### src/rtl/pseudo_softmax_pkg.sv
// Shared definitions for the pseudo-softmax datapath: default widths, the
// Q-format unit constant and the control FSM encoding.
package pseudo_softmax_pkg;

   localparam int NUM_INPUTS = 10;
   localparam int EXP_WIDTH  = 9;
   localparam int MANT_WIDTH = 8;
   localparam int ONE        = 1 << MANT_WIDTH;

   typedef enum logic {
      IDLE = 1'b0,
      EMIT = 1'b1
   } state_t;

endpackage

### src/rtl/log2_domain_divide.sv
// Combinational 2^x / sum in the log2 domain (Mitchell approximation).
// Saturates when the quotient reaches 1 and flushes to zero on deep underflow.
module log2_domain_divide #(
   parameter int EXP_WIDTH  = 9,
   parameter int MANT_WIDTH = 8
) (
   input  logic [MANT_WIDTH-1:0] x,
   input  logic [EXP_WIDTH-1:0]  e,
   input  logic [MANT_WIDTH-1:0] m,
   output logic [MANT_WIDTH-1:0] p
);

   localparam int F  = MANT_WIDTH;
   localparam int DW = EXP_WIDTH + MANT_WIDTH + 2;

   logic signed [DW-1:0] d;
   logic signed [DW-1:0] int_part;
   logic [F-1:0]         frac;
   logic [DW-1:0]        shift;

   always_comb begin
      // Two guard bits keep the most negative difference (x=0, E and M maximal) in range.
      d        = $signed({{(DW-2*F){1'b0}}, x, {F{1'b0}}}) - $signed({2'b00, e, m});
      int_part = d >>> F;
      frac     = d[F-1:0];
      shift    = -int_part;
      if (!int_part[DW-1]) begin
         p = '1;
      end else if (shift > DW'(F)) begin
         p = '0;
      end else begin
         p = F'({1'b1, frac} >> shift);
      end
   end

endmodule

### src/rtl/pseudo_softmax_normalizer_seq.sv
// Captures one exponent vector plus its float sum and streams the normalized
// probabilities one element per output handshake.
module pseudo_softmax_normalizer_seq #(
   parameter int NUM_INPUTS = pseudo_softmax_pkg::NUM_INPUTS,
   parameter int EXP_WIDTH  = pseudo_softmax_pkg::EXP_WIDTH,
   parameter int MANT_WIDTH = pseudo_softmax_pkg::MANT_WIDTH,
   parameter int IDX_WIDTH  = $clog2(NUM_INPUTS)
) (
   input  logic                             clk,
   input  logic                             rst,
   input  logic                             in_valid,
   output logic                             in_ready,
   input  logic [NUM_INPUTS*MANT_WIDTH-1:0] input_bus,
   input  logic [EXP_WIDTH-1:0]             exp,
   input  logic [MANT_WIDTH-1:0]            mant,
   output logic                             out_valid,
   input  logic                             out_ready,
   output logic [MANT_WIDTH-1:0]            out_data,
   output logic [IDX_WIDTH-1:0]             out_index,
   output logic                             out_last
);

   import pseudo_softmax_pkg::*;

   localparam logic [IDX_WIDTH-1:0] LAST_IDX = IDX_WIDTH'(NUM_INPUTS - 1);

   state_t                state_reg, state_next;
   logic [MANT_WIDTH-1:0] in_vec  [NUM_INPUTS];
   logic [MANT_WIDTH-1:0] vec_reg [NUM_INPUTS];
   logic [EXP_WIDTH-1:0]  e_reg;
   logic [MANT_WIDTH-1:0] m_reg;
   logic [IDX_WIDTH-1:0]  idx_reg, idx_next, sel_idx;
   logic [MANT_WIDTH-1:0] data_reg, data_next;
   logic                  last_reg, last_next;
   logic                  accept;
   logic [MANT_WIDTH-1:0] div_x, div_m, div_p;
   logic [EXP_WIDTH-1:0]  div_e;

   genvar gi;
   generate
      for (gi = 0; gi < NUM_INPUTS; gi++) begin : g_unpack
         assign in_vec[gi] = input_bus[gi*MANT_WIDTH +: MANT_WIDTH];
      end
   endgenerate

   assign accept  = (state_reg == IDLE) && in_valid;
   assign sel_idx = (idx_reg == LAST_IDX) ? '0 : idx_reg + 1'b1;

   // While idle the divider sees the live ports so element 0 is ready at accept.
   always_comb begin
      if (state_reg == IDLE) begin
         div_x = in_vec[0];
         div_e = exp;
         div_m = mant;
      end else begin
         div_x = vec_reg[sel_idx];
         div_e = e_reg;
         div_m = m_reg;
      end
   end

   log2_domain_divide #(
      .EXP_WIDTH  (EXP_WIDTH),
      .MANT_WIDTH (MANT_WIDTH)
   ) u_divide (
      .x (div_x),
      .e (div_e),
      .m (div_m),
      .p (div_p)
   );

   always_comb begin
      state_next = state_reg;
      idx_next   = idx_reg;
      data_next  = data_reg;
      last_next  = last_reg;
      case (state_reg)
         IDLE: begin
            if (in_valid) begin
               state_next = EMIT;
               idx_next   = '0;
               data_next  = div_p;
               last_next  = 1'b0;
            end
         end
         EMIT: begin
            if (out_ready) begin
               if (last_reg) begin
                  state_next = IDLE;
                  idx_next   = '0;
                  data_next  = '0;
                  last_next  = 1'b0;
               end else begin
                  idx_next  = sel_idx;
                  data_next = div_p;
                  last_next = (sel_idx == LAST_IDX);
               end
            end
         end
         default: state_next = IDLE;
      endcase
   end

   always_ff @(posedge clk or posedge rst) begin
      if (rst) begin
         state_reg <= IDLE;
         idx_reg   <= '0;
         data_reg  <= '0;
         last_reg  <= 1'b0;
         e_reg     <= '0;
         m_reg     <= '0;
         for (int i = 0; i < NUM_INPUTS; i++) vec_reg[i] <= '0;
      end else begin
         state_reg <= state_next;
         idx_reg   <= idx_next;
         data_reg  <= data_next;
         last_reg  <= last_next;
         if (accept) begin
            e_reg <= exp;
            m_reg <= mant;
            for (int i = 0; i < NUM_INPUTS; i++) vec_reg[i] <= in_vec[i];
         end
      end
   end

   assign in_ready  = (state_reg == IDLE);
   assign out_valid = (state_reg == EMIT);
   assign out_data  = data_reg;
   assign out_index = idx_reg;
   assign out_last  = last_reg;

endmodule

### config.mk
export PLATFORM = sky130hd
export DESIGN_NAME = pseudo_softmax_normalizer_seq
export DESIGN_NICKNAME = d
export VERILOG_FILES = /design/src/rtl/pseudo_softmax_pkg.sv /design/src/rtl/log2_domain_divide.sv /design/src/rtl/pseudo_softmax_normalizer_seq.sv
export SDC_FILE = /design/constraint.sdc
export NUM_CORES = 1
export LEC_CHECK = 0
export ABC_AREA = 1
export CAP_MARGIN = 25
export CORE_ASPECT_RATIO = 1.25
export CORE_MARGIN = 2
export CORE_UTILIZATION = 60
export CTS_BUF_LIST = sky130_fd_sc_hd__clkbuf_4 sky130_fd_sc_hd__clkbuf_8
export CTS_CLUSTER_SIZE = 10
export DETAILED_ROUTE_END_ITERATION = 16
export PLACE_DENSITY = 0.95
export SLEW_MARGIN = 20
export SYNTH_ARGS = -nofsm -noshare
export SYNTH_HDL_FRONTEND = slang
export SYNTH_HIERARCHICAL = 1
export SYNTH_SLANG_ARGS = --single-unit
### constraint.sdc
create_clock -name clk -period 5.2 [get_ports clk]
set_input_delay 0.52 -clock clk [delete_from_list [all_inputs] [get_ports clk]]
set_output_delay 0.52 -clock clk [all_outputs]
set_load 0.02 [all_outputs]
==> results by group, run 1 <==
Synthesis
  • Most used flip-flop cell after synthesis: dfrtp_1
  • Area leader, netlist: dfrtp_1
  • Top-count cell post-synth: nand2_1
  • EDFF count, synth: 0
  • Syn avg cell area: 7.55 um^2
  • Mapped Area: 7050 um^2
  • Mapped Cells: 933
  • Sequential area share after synthesis: 39.4%
  • Async S/R FF share, synth: 100%
  • Synth top area cells: dfrtp_1 (39%), nand2_1 (13%), mux2_2 (9.6%)
  • Post-synthesis cell type count: 36
  • Yosys top cell area share: 39.4%
  • #FFs+latches synth: 111
  • Commonest cells post-synth: nand2_1 (244), dfrtp_1 (111), inv_1 (102), nand3_1 (85), nor2_1 (78)
  • Syn nets: 1044
  • YS warnings: 6

Clocking
  • Clock sinks: 111
  • Clock-pin slew on the worst setup and hold paths: 0.10 ns
  • Post-CTS sizing: 0
  • Post-CTS Setup Bufs: 0
  • Worst-Skew Late Latency: 0.40 ns
  • Clk buf depth: 2
  • CTS Root Cell: clkbuf_8
  • CTS H-tree lvls: 3
  • Clock buffer count from CTS: 9
  • CTS tree: built
  • Hold buffer count at cts: 0

Floorplanning
  • Core Box Area: 11600 um^2
  • # rows: 44
  • Die width: 101 um
  • IO Pins: 116
  • Die Area: 12600 um^2
  • Initial Util: 60.9%
  • Height of the die: 125 um

Finish
  • Nets: 1136
  • Register Area: 2780 um^2
  • Layout cell share with drive strength beyond 1: 12.9%
  • Area grow syn2layout: 19.2%
  • Antenna cells: 0
  • Max reg flops: 80
  • Fill count: 853
  • Area occupied by multi-input gates: 3610 um^2

GRT
  • Grt total ovfl: 0
  • Largest net degree at the start of global routing: 78
  • First-pass GRT wire length: 29600 um
  • Vias in the first global route: 6381
  • Total track usage: 29.6%
  • Initial antenna violation count: 0

STA
  • RSZ-0062 raised after global routing: false
  • Max Transition Viols Final: 0
  • Max Fclk: 218 MHz
  • Final Skew: 0.0114 ns
  • Max transition margin: 46.9%
  • Tmin final: 4.59 ns
  • Final setup fails: 0
  • Period utilisation layout: 88.3%
  • Final hold vios: 0
  • Worst-Margin Slew: 0.797 ns
  • Fin Setup TNS: 0 ns

Worst setup path
  • Reg2reg start: out_index[0]
  • CP peak stage delay: 0.39 ns
  • CP max stage cell: ha_1
  • R2R depth: 29
  • CP Class: reg -> reg
  • CP endpoint kind: flop
  • Worst reg2reg path endpoint: out_data[1]
  • Most Frequent Cell on Critical Path: nand2_1
  • Register-to-register setup slack: 0.61 ns
  • WP data arrival: 4.92 ns
  • Startpoint types: flop
  • Crit path max fanout: 21
  • Required time worst endpoint: 5.53 ns

Detailed routing
  • Pre-antenna DRT Iters: 7
  • ANT nets after route: 0
  • Routed len/inst: 15.7 um
  • Vias post-DR: 6605
  • Final WL: 18300 um
  • Violation count after the first detailed-route iteration: 400
  • Routed vias/inst: 5.65
  • DRC viols: 0

Run
  • Number of max-cap violations: 0

Placed design
  • IO Port Bufs: 115
  • RD Place Congestion: 0.939
  • Detailed Place HPWL: 13400 um

Outcome
  • Outcome: finished clean

Min path
  • Hold Path Class: reg -> reg
  • Hold depth: 2
  • WHS Endpoint: m_reg[2]
  • Hold Path Origin: m_reg[2]
==> worst max-delay path: cells and delay by family, from the launching register on <==
kind	cells	cell delay, ns
AND/OR/NAND/NOR	23	2.65
AO/OA/AOI/OAI	2	0.65
buffers and inverters	3	0.49
adder cells (fa/ha/maj)	1	0.39
flip-flops	1	0.37
==> stage by stage <==
stage	utilization (%)	cell area [um^2]	hold WS, ns	worst slack [ns]	cells
2_1_floorplan	-	7050	0.453	1.63	933
3_3_place_gp	70.9	8200	0.466	0.802	1152
3_5_place_dp	70.9	8200	0.474	0.725	1152
4_1_cts	72.6	8400	0.499	0.697	1168
5_1_grt	72.6	8400	0.514	0.0790	1168
6_report	72.6	8400	0.492	0.610	1168
==> layer usage <==
metal  part of all wire, %  track usage (%)  wire length, um  vias to the layer above
li1                      -                -                -                     3202
met1                    39             35.2             7090                     3064
met2                    51             51.6             9370                      283
met3                   6.1             3.13             1110                       56
met4                   4.0             16.2              741                        0
met5                     0                0                0                        -
==> placed cells by master (no fill, tap or decap), types with 2 or more instances in the layout <==
cell type        netlist  final
mux2_2                60     60
inv_2                  8      8
xor2_1                 7      7
nand3b_1               2      2
inv_6                  0      2
o21ai_1                3      3
clkinv_2               0      2
clkdlybuf4s50_1        0    115
dfrtp_1              111    111
nand2_4                1      2
nor2_2                 7      7
a21oi_1               44     44
nor2_1                78     78
buf_4                  4      9
nand3_2                9      9
nand4_1               24     24
nand2_1              244    244
inv_1                102    101
nand2_2               14     13
nor3_1                 4      4
or2_2                  2      2
clkbuf_8               0      9
nor2_4                 3      3
o21ai_0               61     61
nand3_1               85     85
o22ai_1                2      2
ha_1                  10     10
==> worst max path at each step <==
stage,start,endpoint,cells past startpoint
2_1_floorplan,out_index[0],out_data[0],33
4_1_cts,out_index[0],out_data[1],29
5_1_grt,out_index[1],out_data[1],31
3_5_place_dp,out_index[0],out_data[1],29
6_report,out_index[0],out_data[1],29
3_3_place_gp,out_index[0],out_data[7],28
==> area by class of cell <==
| cell class | instances | share of cell area [%] |
|---|---|---|
| Clock inverter | 6 | 0.790 |
| Sequential cell | 111 | 33.1 |
| Timing Repair Buffer | 124 | 14.5 |
| Inverter | 110 | 4.95 |
| Multi-Input combinational cell | 669 | 43.0 |
| Clock buffer | 10 | 1.56 |
| Tap cell | 138 | 2.06 |
==> kinds of logic after synthesis <==
| kind of cell | synth area share (%) |
|---|---|
| adder cells (fa/ha/maj) | 1.78 |
| AND/OR/NAND/NOR | 30.3 |
| flip-flops | 39.4 |
| buffers and inverters | 9.36 |
| XOR/XNOR | 0.995 |
| multiplexers | 9.73 |
| AO/OA/AOI/OAI | 8.42 |
Power of run 1 is not shown: default switching activity piles up to over one toggle a cycle in this logic, so the estimate is an artifact.
==> inputs of run 2 (changes only) <==
--- a/config.mk
+++ b/config.mk
@@ -6,6 +6,7 @@
 export NUM_CORES = 1
 export LEC_CHECK = 0
 export ABC_AREA = 1
+export ABC_CLOCK_PERIOD_IN_PS = 5200
 export CAP_MARGIN = 25
 export CORE_ASPECT_RATIO = 1.25
 export CORE_MARGIN = 2
==> results of run 2 <==
The final DEF is identical to that of run 1; final timing and power are the same.
Power of run 2 is left out for the same reason.
==> inputs of run 3 (changes only) <==
--- a/config.mk
+++ b/config.mk
@@ -15,7 +15,6 @@
 export CTS_CLUSTER_SIZE = 10
 export DETAILED_ROUTE_END_ITERATION = 16
 export PLACE_DENSITY = 0.95
-export SLEW_MARGIN = 20
 export SYNTH_ARGS = -nofsm -noshare
 export SYNTH_HDL_FRONTEND = slang
 export SYNTH_HIERARCHICAL = 1
==> results of run 3 <==
The final DEF is identical to that of run 1; final timing and power are the same.
Power of run 3 is left out for the same reason.
